==> config.mk <==
export PLATFORM = sky130hd
export DESIGN_NAME = ai_sort_scheduler
export DESIGN_NICKNAME = d
export VERILOG_FILES = /design/src/rtl/ai_sort_scheduler_pkg.sv /design/src/rtl/ai_rr_pick.sv /design/src/rtl/ai_sort_scheduler.sv
export SDC_FILE = /design/constraint.sdc
export NUM_CORES = 1
export LEC_CHECK = 0
export BUFFER_PORTS_ARGS = -buffer_cell sky130_fd_sc_hd__buf_2
export CAP_MARGIN = 20
export CELL_PAD_IN_SITES_DETAIL_PLACEMENT = 0
export CELL_PAD_IN_SITES_GLOBAL_PLACEMENT = 1
export CORE_ASPECT_RATIO = 0.75
export CORE_MARGIN = 8
export CORE_UTILIZATION = 30
export CTS_BUF_LIST = sky130_fd_sc_hd__clkbuf_4
export CTS_CLUSTER_SIZE = 25
export DETAILED_ROUTE_END_ITERATION = 12
export GPL_TIMING_DRIVEN = 0
export PLACE_DENSITY_LB_ADDON = 0.1
export SETUP_SLACK_MARGIN = 0.15
export SKIP_CTS_REPAIR_TIMING = 1
export SYNTH_ARGS = -nofsm -noshare
export SYNTH_HDL_FRONTEND = slang
export SYNTH_SLANG_ARGS = --single-unit
==> constraint.sdc <==
create_clock -name clk -period 5.94 [get_ports clk]
set_input_delay 1.782 -clock clk [delete_from_list [all_inputs] [get_ports clk]]
set_output_delay 1.782 -clock clk [all_outputs]
set_load 0.03 [all_outputs]
==> src/rtl/ai_sort_scheduler_pkg.sv <==
// Shared definitions for the sorter-sharing scheduler: FSM states, width helper.
package ai_sort_scheduler_pkg;

  localparam int unsigned DW_DEFAULT = 32;

  typedef enum logic [1:0] {
    S_IDLE = 2'd0,
    S_INIT = 2'd1,
    S_LOAD = 2'd2,
    S_RUN  = 2'd3
  } state_e;

  // Bits needed to hold values 0..v-1 (minimum 1).
  function automatic int unsigned clog2(input int unsigned v);
    int unsigned r;
    r = 0;
    for (int unsigned i = 0; i < 32; i++) begin
      if ((64'd1 << i) < 64'(v)) r = i + 1;
    end
    if (r == 0) r = 1;
    return r;
  endfunction

endpackage

==> src/rtl/ai_rr_pick.sv <==
// Combinational round-robin selector: one-hot first requester after ptr_i (wrapping).
module ai_rr_pick #(
  parameter int unsigned NREQ = 2,
  parameter int unsigned PW   = 1
) (
  input  logic [NREQ-1:0] req_i,
  input  logic [PW-1:0]   ptr_i,
  output logic [NREQ-1:0] gnt_o
);

  // Scan from ptr+1 upwards, wrapping; the first set request wins.
  always_comb begin
    int unsigned idx;
    logic        found;
    gnt_o = '0;
    found = 1'b0;
    idx   = 0;
    for (int unsigned k = 1; k <= NREQ; k++) begin
      idx = (32'(ptr_i) + k) % NREQ;
      if (!found && req_i[idx]) begin
        gnt_o[idx] = 1'b1;
        found      = 1'b1;
      end
    end
  end

endmodule

==> src/rtl/ai_sort_scheduler.sv <==
// Shares one sorter between NREQ requesters: round-robin grant, init pulse,
// SIZE-word load, tagged return of sorted words, and a stall watchdog.
module ai_sort_scheduler
  import ai_sort_scheduler_pkg::*;
#(
  parameter int unsigned NREQ = 2,
  parameter int unsigned SIZE = 8,
  parameter int unsigned DW   = DW_DEFAULT,
  parameter int unsigned TMO  = 255
) (
  input  logic               clk,
  input  logic               rst,
  input  logic [NREQ-1:0]    req,
  output logic [NREQ-1:0]    grant,
  input  logic [NREQ*DW-1:0] req_data,
  input  logic [NREQ-1:0]    req_valid,
  output logic [NREQ-1:0]    req_ready,
  output logic               srt_init,
  output logic [DW-1:0]      srt_data,
  output logic               srt_rdy,
  input  logic [DW-1:0]      srt_out,
  input  logic               srt_out_rdy,
  input  logic               srt_done,
  output logic [DW-1:0]      res_data,
  output logic [NREQ-1:0]    res_valid,
  output logic               res_last,
  output logic               busy,
  output logic               tmo_err
);

  localparam int unsigned PW = clog2(NREQ);
  localparam int unsigned CW = clog2(SIZE + 1);

  state_e            state_q, state_d;
  logic [NREQ-1:0]   grant_q, grant_d;
  logic [PW-1:0]     ptr_q, ptr_d;
  logic [CW-1:0]     load_cnt_q, load_cnt_d;
  logic [CW-1:0]     out_cnt_q, out_cnt_d;
  logic [7:0]        wd_q, wd_d;
  logic [DW-1:0]     res_data_q, res_data_d;
  logic [NREQ-1:0]   res_valid_q, res_valid_d;
  logic              res_last_q, res_last_d;
  logic              tmo_err_q, tmo_err_d;
  logic              srt_init_q, srt_init_d;

  logic [NREQ-1:0]   pick_gnt;
  logic [PW-1:0]     gidx;
  logic [DW-1:0]     g_data;
  logic              g_valid;
  logic              load_phase;

  ai_rr_pick #(
    .NREQ (NREQ),
    .PW   (PW)
  ) u_pick (
    .req_i (req),
    .ptr_i (ptr_q),
    .gnt_o (pick_gnt)
  );

  // Decode the owner index and select its word/valid.
  always_comb begin
    gidx    = '0;
    g_data  = '0;
    g_valid = 1'b0;
    for (int unsigned i = 0; i < NREQ; i++) begin
      if (grant_q[i]) begin
        gidx    = PW'(i);
        g_data  = req_data[i*DW +: DW];
        g_valid = req_valid[i];
      end
    end
  end

  assign load_phase = (state_q == S_LOAD);
  assign req_ready  = load_phase ? (grant_q & req_valid) : '0;
  assign srt_rdy    = load_phase & g_valid;
  assign srt_data   = load_phase ? g_data : '0;

  assign grant      = grant_q;
  assign res_data   = res_data_q;
  assign res_valid  = res_valid_q;
  assign res_last   = res_last_q;
  assign tmo_err    = tmo_err_q;
  assign srt_init   = srt_init_q;
  assign busy       = (state_q != S_IDLE);

  // Next-state, counters and registered result path.
  always_comb begin
    state_d     = state_q;
    grant_d     = grant_q;
    ptr_d       = ptr_q;
    load_cnt_d  = load_cnt_q;
    out_cnt_d   = out_cnt_q;
    wd_d        = wd_q;
    res_data_d  = res_data_q;
    res_valid_d = '0;
    res_last_d  = 1'b0;
    tmo_err_d   = 1'b0;
    srt_init_d  = 1'b0;
    case (state_q)
      S_IDLE: begin
        if (|req) begin
          grant_d    = pick_gnt;
          srt_init_d = 1'b1;
          state_d    = S_INIT;
        end
      end
      S_INIT: begin
        load_cnt_d = '0;
        state_d    = S_LOAD;
      end
      S_LOAD: begin
        if (srt_rdy) begin
          if (load_cnt_q == CW'(SIZE - 1)) begin
            load_cnt_d = '0;
            out_cnt_d  = '0;
            wd_d       = '0;
            state_d    = S_RUN;
          end else begin
            load_cnt_d = load_cnt_q + CW'(1);
          end
        end
      end
      S_RUN: begin
        if (srt_out_rdy) begin
          res_data_d  = srt_out;
          res_valid_d = grant_q;
          out_cnt_d   = out_cnt_q + CW'(1);
          wd_d        = '0;
          if (srt_done || (out_cnt_q == CW'(SIZE - 1))) begin
            res_last_d = 1'b1;
            ptr_d      = gidx;
            grant_d    = '0;
            state_d    = S_IDLE;
          end
        end else if (wd_q == 8'(TMO)) begin
          // Abort re-inits the sorter and still rotates priority away from the owner.
          tmo_err_d  = 1'b1;
          srt_init_d = 1'b1;
          ptr_d      = gidx;
          grant_d    = '0;
          state_d    = S_IDLE;
        end else begin
          wd_d = wd_q + 8'd1;
        end
      end
      default: state_d = S_IDLE;
    endcase
  end

  // State and output registers, cleared asynchronously.
  always_ff @(posedge clk or negedge rst) begin
    if (!rst) begin
      state_q     <= S_IDLE;
      grant_q     <= '0;
      ptr_q       <= PW'(NREQ - 1);
      load_cnt_q  <= '0;
      out_cnt_q   <= '0;
      wd_q        <= '0;
      res_data_q  <= '0;
      res_valid_q <= '0;
      res_last_q  <= 1'b0;
      tmo_err_q   <= 1'b0;
      srt_init_q  <= 1'b0;
    end else begin
      state_q     <= state_d;
      grant_q     <= grant_d;
      ptr_q       <= ptr_d;
      load_cnt_q  <= load_cnt_d;
      out_cnt_q   <= out_cnt_d;
      wd_q        <= wd_d;
      res_data_q  <= res_data_d;
      res_valid_q <= res_valid_d;
      res_last_q  <= res_last_d;
      tmo_err_q   <= tmo_err_d;
      srt_init_q  <= srt_init_d;
    end
  end

endmodule

[After elaboration in Yosys (flattened, before gate mapping)]
Cells that the tools add are included.
Storage, ports and cells
  bits of input ports: 104
  output and inout port bits: 75
  logic and storage cells: 108
  register bits: 58
Cells by class
  magnitude comparators: 4
  bitwise gates (word level): 3
  equality and inequality tests: 14
  multiplexer cells: 52
  reductions and logical operators: 19
  add/sub/neg operators: 5
Operator list (count)
  2-to-1 mux 32 bit: 3
  2-to-1 mux 8 bit: 4
  2-to-1 mux 2 bit: 12
  2-to-1 mux 1 bit: 20
  2-to-1 mux 4 bit: 5
  case mux 4 bit (2 select lines): 2
  case mux 8 bit (2 select lines): 1
  AND reduction 4 bit: 3
  nonzero test 2 bit: 5
  inequality test 3 bit, second input constant: 3
  adder 4 x 1 -> 4 bit, second input constant: 2
  adder 8 x 1 -> 8 bit, second input constant: 1
  equality test 4 x 3 -> 1 bit, second input constant: 2
  equality test 8 bit, second input constant: 1
  case mux 2 bit (4 select lines): 1
  inequality test 2 bit, second input constant: 3
  AND reduction 5 bit: 1
  equality test 2 bit, second input constant: 2
  < comparator 1 x 2 -> 1 bit, second input constant: 2
  inequality test 2 x 1 -> 1 bit, second input constant: 2
  case mux 2 bit (2 select lines): 1
  AND reduction 2 bit: 2
  logical AND 1 bit: 3
  AND reduction 3 bit: 1
  other kinds (12): 15

[Logic depth before layout (Yosys ltp)]
  depth in word-level cells: 10
  gate-level depth with buffers: 9

[Hierarchy]
A second synthesis with hierarchy kept.
Second synthesis, totals
  cell total of the unflattened synthesis: 304
  area, all modules: 3111.7 sq um
By module, submodules not included
  ai_sort_scheduler: area each 3093.0 sq um, sequential area each 1452.6 sq um, instances 1, cells an instance 301
  ai_rr_pick: area each 18.8 sq um, sequential area each 0.0 sq um, instances 1, cells an instance 3

[Worst setup path after synthesis]
No wires, ideal clock.
  path kind: input to output
  start: in req_valid[0]
  end: out srt_rdy
  arrival: 2404 ps
  stages on the path: 2
  slack: 1754 ps
  buffers on the path: 0
  path through: nand3b_4 a21oi_1
Between the ends
  longest elaborated chain between the ends: 3
RTL lines
  start, declared: RTL line ai_sort_scheduler.sv:16  | input logic [NREQ-1:0] req_valid,
  2-to-1 mux 1 bit (2 in a row): RTL line ai_sort_scheduler.sv:67  | if (grant_q[i]) begin
  AND 1 bit: RTL line ai_sort_scheduler.sv:77  | assign srt_rdy = load_phase & g_valid;
  end, declared: RTL line ai_sort_scheduler.sv:20  | output logic srt_rdy,
No other way between the ends.

[Final worst setup path]
  start: in req_data[30]
  end: out srt_data[30]
Between the ends
  longest elaborated chain between the ends: 3
RTL lines
  start, declared: RTL line ai_sort_scheduler.sv:15  | input logic [NREQ*DW-1:0] req_data,
  2-to-1 mux 32 bit (2 in a row): RTL line ai_sort_scheduler.sv:67
  2-to-1 mux 32 bit: RTL line ai_sort_scheduler.sv:78  | assign srt_data = load_phase ? g_data : '0;
  end, declared: RTL line ai_sort_scheduler.sv:19  | output logic [DW-1:0] srt_data,
No other way between the ends.

==> load_flow_metrics.sql <==
INSERT INTO impl_metrics (metric_group, metric, value, unit) VALUES
('status', 'run_status', 'completed', ''),
('floorplanning', 'core_region_area', '10200', 'um^2'),
('synth', 'synth_seq_area_share', '46.9', '%'),
('cts', 'root_buffer', 'sky130_fd_sc_hd__clkbuf_4', ''),
('sta', 'layout_worst_path_cycle_share', '70.2', '%'),
('critical_path', 'critical_path.reg2reg.startpoint', 'state_q[0]', ''),
('cells_and_area', 'antenna-diode-count', '0', ''),
('sta', 'rsz0062_at_grt', 'false', ''),
('cells_and_area', 'num-nets-final', '600', ''),
('synth', 'synth_async_sr_flop_share', '100', '%'),
('synth', 'number_of_enable_flip_flop_cells_after_synthesis', '0', ''),
('synth', 'synth_seq_cells', '58', ''),
('drt', 'final_antenna_net_count', '0', ''),
('drt', 'remaining_drc_errors', '0', ''),
('critical_path', 'arrival', '2.39', 'ns'),
('critical_path', 'crit_start', 'req_data[30]', ''),
('power_and_ir_drop', 'max-vdd-ir-drop', '0.137', 'mV'),
('sta', 'timing.slew.headroom', '54.2', '%'),
('synth', 'yosysTopAreaCell', 'sky130_fd_sc_hd__dfrtp_1', ''),
('placed_design', 'detailed_place.area', '4180', 'um^2'),
('cells_and_area', 'n_fill_cell', '1011', ''),
('floorplanning', 'die_width', '133', 'um'),
('cells_and_area', 'area_growth_syn_to_layout', '39.0', '%'),
('drt', 'firstDrtPassIters', '4', ''),
('sta', 'maxSlewViolCount', '0', ''),
('grt', 'via_count_of_the_first_global_routing_pass', '3219', ''),
('critical_path', 'critical_path.cell_chain', 'buf_2 -> nand2_1 -> nor2_1 -> a21oi_1 -> nor2_1 -> buf_2', ''),
('floorplanning', 'fp-row-count', '32', ''),
('grt', 'wire_length_of_the_first_global_routing_pass', '15800', 'um'),
('sta', 'report.final.hold_viol_count', '0', ''),
('cells_and_area', 'post_layout_nonfiller_instances', '629', ''),
('synth', 'synth.net_count', '410', ''),
('floorplanning', 'io_pins', '179', ''),
('cts', 'clock-sinks', '58', ''),
('min_path', 'worst_hold_startpoint', 'res_data[4]', ''),
('critical_path', 'timing.critical_path.to_type', 'primary output', ''),
('min_path', 'worst_hold_path_type', 'reg2reg', ''),
('sta', 'setup_tns', '0', 'ns'),
('cells_and_area', 'drive_gt1_share', '49.3', '%'),
('cts', 'cts_made_buffers', '9', ''),
('placed_design', 'place_inst', '614', ''),
('cells_and_area', 'layout_common_cells', 'sky130_fd_sc_hd__buf_2 (182), sky130_fd_sc_hd__dfrtp_1 (57), sky130_fd_sc_hd__nor2_1 (39)', ''),
('drt', 'viasPerCell', '4.76', ''),
('critical_path', 'max_stage_delay', '0.21', 'ns'),
('cts', 'ctsHtreeMaxLevel', '3', ''),
('cts', 'clock_insertion_delay_worst_skew', '0.39', 'ns'),
('floorplanning', 'start_util', '30.4', '%'),
('synth', 'post_synth_inst_count', '299', ''),
('cts', 'tritoncts', 'yes', ''),
('power_and_ir_drop', 'leakage', '2.21', 'nW'),
('run', 'drv_cap', '0', ''),
('synth', 'netlist_area', '3100', 'um^2'),
('drt', 'detailedRoute.firstIterationViolations', '152', ''),
('placed_design', 'gp_routability_congestion', '0.755', ''),
('sta', 'tightestPinTransition', '0.680', 'ns'),
('synth', 'ys_warn_count', '0', ''),
('synth', 'synth_top_flop_cell', 'sky130_fd_sc_hd__dfrtp_1', ''),
('critical_path', 'crit_path_start_kind', 'primary input', ''),
('critical_path', 'crit_path_max_fanout', '1', ''),
('synth', 'postSynthAreaPerCell', '10.4', 'um^2'),
('synth', 'netlist-cell-type-count', '44', ''),
('sta', 'final-setup-viol-count', '0', ''),
('sta', 'post-route-min-period', '4.17', 'ns'),
('sta', 'maxClockFrequency', '0.240', 'GHz'),
('drt', 'drt_wl_total', '9450', 'um'),
('sta', 'clock-skew-final', '0.00782', 'ns'),
('floorplanning', 'die_area', '13900', 'um^2'),
('cells_and_area', 'layout.cells.most_common', 'sky130_fd_sc_hd__buf_2', ''),
('placed_design', 'detailed_place_hpwl', '7630', 'um'),
('synth', 'synth_area_leaders', 'sky130_fd_sc_hd__dfrtp_1 (46%), sky130_fd_sc_hd__mux2_2 (12%), sky130_fd_sc_hd__a22oi_1 (7.8%)', ''),
('cts', 'clk_buf_depth', '2', '');
[per-layer routing]
layer  global-route usage [%]  vias up  part of all wire, %  wire length (um)
li1                         -     1469                    -                 -
met4                     4.80        0                  1.4               136
met1                     15.9     1383                   43              4060
met2                     22.0      129                   45              4270
met5                        0        -                    0                 0
met3                     6.71       10                   10               984
[flip-flops by register name, summed over array words and instances (netlist names)]
name / cells
res_last: 1
res_data: 32
srt_init: 1
grant: 2
state_q: 2
wd_q: 8
tmo_err: 1
out_cnt_q: 4
load_cnt_q: 4
ptr_q: 1
res_valid: 2
[area by class of cell]
| class | instances | area (um^2) | share of cell area [%] |
|---|---|---|---|
| Multi-Input combinational cell | 213 | 1510 | 35.0 |
| Sequential cell | 58 | 1450 | 33.8 |
| Timing Repair Buffer | 179 | 911 | 21.2 |
| Tap cell | 136 | 170 | 3.95 |
| Buffer | 19 | 103 | 2.38 |
| Clock buffer | 9 | 67.6 | 1.57 |
| Clock inverter | 6 | 58.8 | 1.37 |
| Inverter | 9 | 33.8 | 0.785 |
[cells in the mapped netlist (4+ instances only)]
master and number:
sky130_fd_sc_hd__a21o_1 5, sky130_fd_sc_hd__a21oi_1 5, sky130_fd_sc_hd__a22o_1 4, sky130_fd_sc_hd__a22oi_1 32, sky130_fd_sc_hd__buf_2 4, sky130_fd_sc_hd__clkbuf_1 10, sky130_fd_sc_hd__dfrtp_1 57, sky130_fd_sc_hd__ha_1 7
sky130_fd_sc_hd__inv_1 8, sky130_fd_sc_hd__mux2_2 33, sky130_fd_sc_hd__mux2i_1 4, sky130_fd_sc_hd__nand2_1 19, sky130_fd_sc_hd__nand2b_1 4, sky130_fd_sc_hd__nand3_1 6, sky130_fd_sc_hd__nand4_1 4, sky130_fd_sc_hd__nor2_1 39
sky130_fd_sc_hd__nor3_1 5, sky130_fd_sc_hd__o21ai_0 12, sky130_fd_sc_hd__o22a_1 4
[path summary, 6_finish.rpt]
path                                     end  cells after the start  slack [ns]
worst min-delay path             res_data[4]                      1        0.51
max in group asynchronous              ptr_q                      2        3.87
min in group asynchronous       res_data[31]                      1        1.40
worst min register to register   res_data[4]                      1        0.51
worst max-delay path            srt_data[30]                      6        1.77
worst max register to register  out_cnt_q[0]                      7        3.89
[where the power goes]
part,total (W),switching (W),internal [W]
clock,0.000268,0.000145,0.000124
sequential,0.000641,0.0000869,0.000554
combinational,0.00132,0.000843,0.000476
[logic make-up (layout without fill, tap and decap cells)]
group | after synthesis | after routing | synth area share [%]
multiplexers | 37 | 37 | 13.3
AND/OR/NAND/NOR | 92 | 92 | 14.2
buffers and inverters | 28 | 222 | 4.41
flip-flops | 58 | 58 | 46.9
adder cells (fa/ha/maj) | 7 | 7 | 2.83
AO/OA/AOI/OAI | 77 | 77 | 18.3
[through the flow]
stage	hold WS (ns)	worst slack (ns)	utilization (%)
after floorplan	0.477	1.75	-
after global placement	0.481	1.72	40.9
after detailed placement	0.488	1.74	41.1
after CTS	0.511	1.73	42.3
after global routing	0.515	1.69	42.3
final	0.507	1.77	42.3
[worst max-delay path, delay by kind of cell]
| family | cells | cell delay, ns |
|---|---|---|
| buffers and inverters | 2 | 0.28 |
| and+or+nand+nor | 3 | 0.26 |
| AOI/OAI and AO/OA | 1 | 0.06 |
Note: power is estimated with default switching activity, not from simulation.
